$ cat src/rtl/calc_pkg.sv
// Shared definitions for the calculator job scheduler and its bench:
// opcodes, scheduler state encoding, calculator control-unit states.
package calc_pkg;

  localparam logic [1:0] OP_XOR = 2'd0;
  localparam logic [1:0] OP_AND = 2'd1;
  localparam logic [1:0] OP_SUB = 2'd2;
  localparam logic [1:0] OP_ADD = 2'd3;

  typedef enum logic [1:0] {
    SCH_IDLE  = 2'd0,
    SCH_ISSUE = 2'd1,
    SCH_WAIT  = 2'd2,
    SCH_RESP  = 2'd3
  } sched_state_e;

  // Calculator control-unit states, exported for monitors that watch the calculator.
  typedef enum logic [2:0] {
    CU_IDLE   = 3'd0,
    CU_WRITE1 = 3'd1,
    CU_WRITE2 = 3'd2,
    CU_EXEC   = 3'd3,
    CU_SETTLE = 3'd4,
    CU_OUTPUT = 3'd5
  } cu_state_e;

endpackage

$ cat src/rtl/calc_rr_arb2.sv
// Two-way round-robin grant. rr_ptr holds the last winner; on contention
// the other requester wins. Purely combinational.
module calc_rr_arb2 (
  input  logic valid0,
  input  logic valid1,
  input  logic rr_ptr,
  output logic grant0,
  output logic grant1
);

  always_comb begin
    grant0 = valid0;
    grant1 = valid1;
    if (valid0 && valid1) begin
      grant0 = rr_ptr;
      grant1 = !rr_ptr;
    end
  end

endmodule

$ cat src/rtl/calc_job_scheduler.sv
// Shares one calculator between two requesters: round-robin accept, one job
// in flight, go pulse, bounded wait for done, response with requester id.
//
// state | meaning
// IDLE  | no job; ready offered to the granted requester
// ISSUE | one-cycle go pulse to the calculator, timeout counter cleared
// WAIT  | waiting for calc_done or timeout
// RESP  | response held until resp_ready
module calc_job_scheduler
  import calc_pkg::*;
#(
  parameter int WIDTH   = 4,
  parameter int TIMEOUT = 16
) (
  input  logic             clk,
  input  logic             rst,
  input  logic             req0_valid,
  output logic             req0_ready,
  input  logic [1:0]       req0_op,
  input  logic [WIDTH-1:0] req0_a,
  input  logic [WIDTH-1:0] req0_b,
  input  logic             req1_valid,
  output logic             req1_ready,
  input  logic [1:0]       req1_op,
  input  logic [WIDTH-1:0] req1_a,
  input  logic [WIDTH-1:0] req1_b,
  output logic             calc_go,
  output logic [1:0]       calc_op,
  output logic [WIDTH-1:0] calc_a,
  output logic [WIDTH-1:0] calc_b,
  input  logic             calc_done,
  input  logic [WIDTH-1:0] calc_result,
  output logic             resp_valid,
  input  logic             resp_ready,
  output logic             resp_id,
  output logic [WIDTH-1:0] resp_data,
  output logic             resp_err,
  output logic             busy,
  output logic [7:0]       jobs_done
);

  localparam int CNT_W = $clog2(TIMEOUT);
  localparam logic [CNT_W-1:0] CNT_LAST = CNT_W'(TIMEOUT - 1);

  sched_state_e     state_q, state_d;
  logic             rr_ptr_q, rr_ptr_d;
  logic [1:0]       op_q, op_d;
  logic [WIDTH-1:0] a_q, a_d;
  logic [WIDTH-1:0] b_q, b_d;
  logic             id_q, id_d;
  logic [CNT_W-1:0] cnt_q, cnt_d;
  logic [WIDTH-1:0] data_q, data_d;
  logic             err_q, err_d;
  logic [7:0]       jobs_q, jobs_d;
  logic             grant0, grant1;

  calc_rr_arb2 u_arb (
    .valid0 (req0_valid),
    .valid1 (req1_valid),
    .rr_ptr (rr_ptr_q),
    .grant0 (grant0),
    .grant1 (grant1)
  );

  // Ready is gated by rst so every output reads 0 while reset is held.
  assign req0_ready = !rst && (state_q == SCH_IDLE) && grant0;
  assign req1_ready = !rst && (state_q == SCH_IDLE) && grant1;

  always_comb begin
    state_d  = state_q;
    rr_ptr_d = rr_ptr_q;
    op_d     = op_q;
    a_d      = a_q;
    b_d      = b_q;
    id_d     = id_q;
    cnt_d    = cnt_q;
    data_d   = data_q;
    err_d    = err_q;
    jobs_d   = jobs_q;
    case (state_q)
      SCH_IDLE: begin
        if (req0_valid && req0_ready) begin
          op_d     = req0_op;
          a_d      = req0_a;
          b_d      = req0_b;
          id_d     = 1'b0;
          rr_ptr_d = 1'b0;
          state_d  = SCH_ISSUE;
        end else if (req1_valid && req1_ready) begin
          op_d     = req1_op;
          a_d      = req1_a;
          b_d      = req1_b;
          id_d     = 1'b1;
          rr_ptr_d = 1'b1;
          state_d  = SCH_ISSUE;
        end
      end
      SCH_ISSUE: begin
        cnt_d   = '0;
        state_d = SCH_WAIT;
      end
      SCH_WAIT: begin
        // done is checked first so it wins on the timeout cycle
        if (calc_done) begin
          data_d  = calc_result;
          err_d   = 1'b0;
          state_d = SCH_RESP;
        end else if (cnt_q == CNT_LAST) begin
          data_d  = '0;
          err_d   = 1'b1;
          state_d = SCH_RESP;
        end else begin
          cnt_d = cnt_q + CNT_W'(1);
        end
      end
      SCH_RESP: begin
        if (resp_ready) begin
          state_d = SCH_IDLE;
          if (!err_q) jobs_d = jobs_q + 8'd1;
        end
      end
      default: state_d = SCH_IDLE;
    endcase
  end

  always_ff @(posedge clk or posedge rst) begin
    if (rst) begin
      state_q  <= SCH_IDLE;
      rr_ptr_q <= 1'b1;
      op_q     <= '0;
      a_q      <= '0;
      b_q      <= '0;
      id_q     <= 1'b0;
      cnt_q    <= '0;
      data_q   <= '0;
      err_q    <= 1'b0;
      jobs_q   <= '0;
    end else begin
      state_q  <= state_d;
      rr_ptr_q <= rr_ptr_d;
      op_q     <= op_d;
      a_q      <= a_d;
      b_q      <= b_d;
      id_q     <= id_d;
      cnt_q    <= cnt_d;
      data_q   <= data_d;
      err_q    <= err_d;
      jobs_q   <= jobs_d;
    end
  end

  assign calc_go    = (state_q == SCH_ISSUE);
  assign calc_op    = op_q;
  assign calc_a     = a_q;
  assign calc_b     = b_q;
  assign resp_valid = (state_q == SCH_RESP);
  assign resp_id    = id_q;
  assign resp_data  = data_q;
  assign resp_err   = err_q;
  assign busy       = (state_q != SCH_IDLE);
  assign jobs_done  = jobs_q;

endmodule

$ cat config.mk
export PLATFORM = sky130hd
export DESIGN_NAME = calc_job_scheduler
export DESIGN_NICKNAME = d
export VERILOG_FILES = /design/src/rtl/calc_pkg.sv /design/src/rtl/calc_rr_arb2.sv /design/src/rtl/calc_job_scheduler.sv
export SDC_FILE = /design/constraint.sdc
export NUM_CORES = 1
export LEC_CHECK = 0
export ABC_AREA = 1
export ABC_CLOCK_PERIOD_IN_PS = 1450
export CELL_PAD_IN_SITES_DETAIL_PLACEMENT = 1
export CELL_PAD_IN_SITES_GLOBAL_PLACEMENT = 1
export CORE_MARGIN = 2
export CORE_UTILIZATION = 29
export DETAILED_ROUTE_END_ITERATION = 7
export PLACE_DENSITY = 0.73
export SETUP_SLACK_MARGIN = 0.3
export SYNTH_ARGS = -nofsm -noshare
export SYNTH_HDL_FRONTEND = slang
export SYNTH_SLANG_ARGS = --single-unit
$ cat constraint.sdc
create_clock -name clk -period 1.45 [get_ports clk]
set_input_delay 0.435 -clock clk [delete_from_list [all_inputs] [get_ports clk]]
set_output_delay 0.435 -clock clk [all_outputs]
set_load 0.01 [all_outputs]
; ---- Yosys cells after proc, flatten, opt, wreduce, memory -nomap -nowiden
; Cells that the tools add are included.
[word_totals]
reg_bits = 31
input_bits = 30
output_inout_bits = 29
word_cells = 63
[op_classes]
n_addsub = 2
n_eq_ne = 9
muxes = 23
bitwise_logic = 1
n_reduce_logical = 18
[op_table]
columns = cell, n
row1 = $mux W4, 8
row2 = $mux W2, 7
row3 = $reduce_and A3 Y1, 3
row4 = $add A8 B1 Y8 const B, 1
row5 = $pmux W2 S4, 1
row6 = $pmux W4 S2, 1
row7 = $reduce_bool A2 Y1, 4
row8 = $logic_and A1 B1 Y1, 6
row9 = $mux W1, 6
row10 = $add A4 B1 Y4 const B, 1
row11 = $eq A2 B2 Y1 const B, 2
row12 = $eq A4 B4 Y1 const B, 1
row13 = $ne A2 B2 Y1 const B, 2
row14 = $reduce_and A2 Y1, 2
row15 = $ne A3 B1 Y1 const B, 1
row16 = $ne A3 B3 Y1 const B, 1
row17 = $eq A2 B1 Y1 const B, 1
row18 = $logic_not A1 Y1, 2
row19 = $logic_not A2 Y1, 1
row20 = $ne A2 B1 Y1 const B, 1
row21 = $not A1 Y1, 1

; ---- Longest topological paths before layout
[depth]
ltp_word = 7
mapped_depth = 9
ltp_nobuf = 8

; ---- Hierarchy
; From an unflattened synthesis, not the netlist that was laid out.
[unflattened]
hier_cells = 200
area_unflattened_um2 = 1611.5
[by_module_without_submodules]
columns = mod, n_inst, cells_each, area_per_inst_um2, seq_area_each_um2
row1 = calc_job_scheduler, 1, 195, 1590.3, 777.0
row2 = calc_rr_arb2, 1, 5, 21.3, 0.0

; ---- Worst setup path after synthesis
; Ideal clock, no wire load.
[synth_path]
kind = flip-flop to output port
from = register state_q[0]
to = output req1_ready
arrival_ns = 1.216
required_time_ns = 1.015
path_slack_ns = -0.201
path_stages_with_launch = 8
n_path_buf = 1
path_cell_list = dfrtp_1 > inv_1 > ha_1 > inv_2 > nor2_4 > buf_4 > nand3_1 > inv_1
[synth_between]
elab_chain_cells = 3
[synth_rtl]
columns = element, line
row1 = from (decl), calc_job_scheduler.sv:45  ; sched_state_e state_q, state_d;
row2 = from (signal assigned), calc_job_scheduler.sv:139  ; state_q <= state_d;
row3 = $logic_not A2 Y1, calc_job_scheduler.sv:67  ; assign req1_ready = !rst && (state_q == SCH_IDLE) && grant1;
row4 = $logic_and A1 B1 Y1 (2 in a row), calc_job_scheduler.sv:67
row5 = to (decl), calc_job_scheduler.sv:23  ; output logic req1_ready,
; No other way between the ends.

; ---- Final worst setup path
[layout_path]
from = register state_q[1]
to = output req1_ready
; Same word-level chain as after synthesis.

==> reports/qor.txt <==
routed len/inst -> 15.42 µm
max_cap viols -> 0
Worst path max stage delay -> 410 ps
Min Hold Slack -> 485.9 ps
CTS Root Buffer Type -> clkbuf_8
count leader, synth -> nand2_1
All-Layer GR Usage -> 0.1899
vias in the first global route -> 2,105
Final Core Density -> 0.5791
Required @ worst endpoint -> 1020 ps
maximum fanout along the worst path -> 3
top post-synthesis cells by area -> dfrtp_1 43%, nand2_1 17%, inv_1 7.8%
Post-Synth XOR/XNOR Area -> 0.01515
Longest Clk Path Bufs -> 2
post-synthesis register bit count -> 31
sequential fraction of the synthesis area -> 0.4481
Setup-failing EPs final -> 23
VDD IR-drop max -> 0.8511 mV
Fmax -> 0.5514 GHz
CTS buffer count -> 5
Slowest cell on crit path -> dfrtp_1
core box area -> 0.005851 mm²
cells after synthesis -> 226
# rows -> 28
DRT iter0 DRCs -> 48
critical-path cell list -> inv_2 -> ha_4 -> inv_4 -> nor2_4 -> nand3_2 -> inv_2 -> buf_6
syn nets -> 263
unrepaired setup endpoints after global routing -> yes
# IOs -> 59
Setup WS post-layout -> -363.6 ps
clk sinks -> 31
Setup crit start kind -> register
Synth Area per Inst -> 7.673 µm²
initial antenna violation count -> 0
Tightest Pin Transition -> 267.5 ps
number of flops mapped to enable cells by yosys -> 0
crit share post-route -> 1.251
failing checks -> negative setup slack
Synth area leader -> dfrtp_1
HP Class -> input port to async pin
clk_lat worst skew -> 280 ps
share of cells above drive strength 1 -> 0.5056
GRT overflow -> 0
routed wire length -> 6.616 mm
Multi-input gate area -> 0.001142 mm²
final instance area -> 0.003388 mm²
Setup WS pre-CTS -> -794.5 ps
Synth Flop Type -> dfrtp_1
Post-CTS Hold Fix Bufs -> 0
Synth Area in Compound Gates -> 0.02309
area share of fa/ha/maj cells after synthesis -> 0.05051
Chip Width -> 81.33 µm
FILL cells -> 692
min cycle time layout -> 1814 ps
FF-to-FF path depth -> 9
H-Tree Depth -> 2
most used cell along the critical path -> inv_2
Routability Congestion -> 0.7619
status -> finished, violations left
synth unique cells -> 23
post-DR vias/cell -> 4.648
Clk pin slew, worst setup/hold paths -> 70 ps
CTS tree -> yes
critical path class -> register to primary output
ys async rst share -> 1.000
CP endpoint kind -> primary output
clock skew -> 2.293 ps
Cell Area, Synth -> 0.001734 mm²
mux contribution to synthesized area -> 0
Slew Limit Fails -> 0
DRC -> 0
pwr dens -> 1864 mW/mm²
Yosys top cell area share -> 0.4329
Initial Util -> 0.2964
hpwl dp -> 3.961 mm
combinational family with the most area after synthesis -> simple AND/OR/NAND/NOR gates
Die Ht -> 81.33 µm
DP Area -> 0.002660 mm²
simple-gate area share of the yosys netlist -> 0.3528
DR vias -> 1,994
Synth Warn # -> 0
Synth top cells by count -> 79 x nand2_1, 36 x inv_1, 30 x dfrtp_1, 24 x nand3_1, 13 x nand4_1
nets -> 390
Die Area -> 0.006615 mm²
Final Hold Viols -> 0
Worst Path Arrival -> 1380 ps
Leak Pwr -> 1.721 nW
FF/Latch Area -> 777.0 µm²
largest net degree at the start of global routing -> 16
Layout area overhead -> 95.38%
DR pass1 iterations -> 3
number of port buffers -> 58
Antenna Nets Post-Route -> 0
Slew HR -> 0.8217
first-pass GRT wire length -> 9.646 mm
# diodes -> 0
## path summary, 6_finish.rpt
path	start	endpoint	slack, ps
worst max register to register	state_q[1]	state_q[0]	-120
worst max-delay path	state_q[1]	req1_ready	-360
worst min-delay path	rst	calc_op[1]	490
min in group clk	resp_data[2]	resp_data[2]	490
max in group asynchronous	rst	rr_ptr_q	710
worst min register to register	resp_data[2]	resp_data[2]	490
## stage by stage
stage               total power, W  cells  setup TNS, ps
global route              0.006735    429          -4436
CTS                       0.005522    413          -1469
detailed placement        0.004076    386          -8838
global placement          0.003977    386          -7883
floorplan                 0.002725    226         -97.06
finish                    0.006314    429          -2835
## routing by layer
metal / up-vias / GRT usage / part of all wire
li1: 960 / - / -
met1: 975 / 0.2221 / 0.39
met2: 50 / 0.3549 / 0.55
met3: 9 / 0.03111 / 0.042
met4: 0 / 0.05085 / 0.013
met5: - / 0 / 0
## state kept, by name, indices dropped and copies added (netlist names)
name	cells
jobs_done	8
calc_a	4
calc_b	4
cnt_q	4
resp_data	4
calc_op	2
state_q	2
resp_err	1
resp_id	1
rr_ptr_q	1
## cells in the final DEF, fill, tap and decap left out, types with 4 or more instances in the layout
master           instances
buf_6                   24
buf_4                   52
o21ai_2                  4
dfrtp_1                 30
clkdlybuf4s50_1         26
nand3b_1                 4
nand2_1                 55
nand2_4                  4
nand4_1                 13
clkbuf_8                 6
buf_2                   19
nor2_1                   5
nand2_2                 20
nand3_4                  9
ha_4                     4
nand3_2                 15
inv_1                   31
## kinds of logic (layout without fill, tap and decap cells)
kind of cell / Yosys count / count (layout)
and+or+nand+nor: 132 / 132
buffers and inverters: 45 / 173
DFF: 31 / 31
AOI/OAI and AO/OA: 8 / 8
adders and majority gates: 7 / 7
xor gates and xnor gates: 3 / 3
## report_power, final
part           total (W)  leakage (nW)  switching, W  internal (W)
clock           0.000908        0.0612      0.000352      0.000556
combinational    0.00398          1.27       0.00192       0.00205
sequential       0.00143         0.392      0.000212       0.00122
total            0.00631          1.72       0.00249       0.00383
## worst max-delay path, delay by kind of cell (launching register included)
| family | cells | cell delay [ps] |
|---|---|---|
| fa+ha+maj | 1 | 150 |
| buf+inv | 4 | 300 |
| flops | 1 | 410 |
| simple gates | 2 | 240 |
## cell type report
cell class / count / area share
clock inverters: 2 / 0.01034
repair buffers: 127 / 0.3253
inverters: 38 / 0.04579
flip-flops and latches: 31 / 0.2293
multi-input cells: 150 / 0.3372
clock buffers: 6 / 0.02437
well taps: 75 / 0.02770
## timing repair
item | 4_1_cts | 5_1_grt
buffers inserted | 19 | 15
gates cloned | 0 | 1
setup endpoints to repair | 60 | 60
resized for setup | 183 | 45
pin swaps | 14 | 34
(Power assumes the default switching activity.)
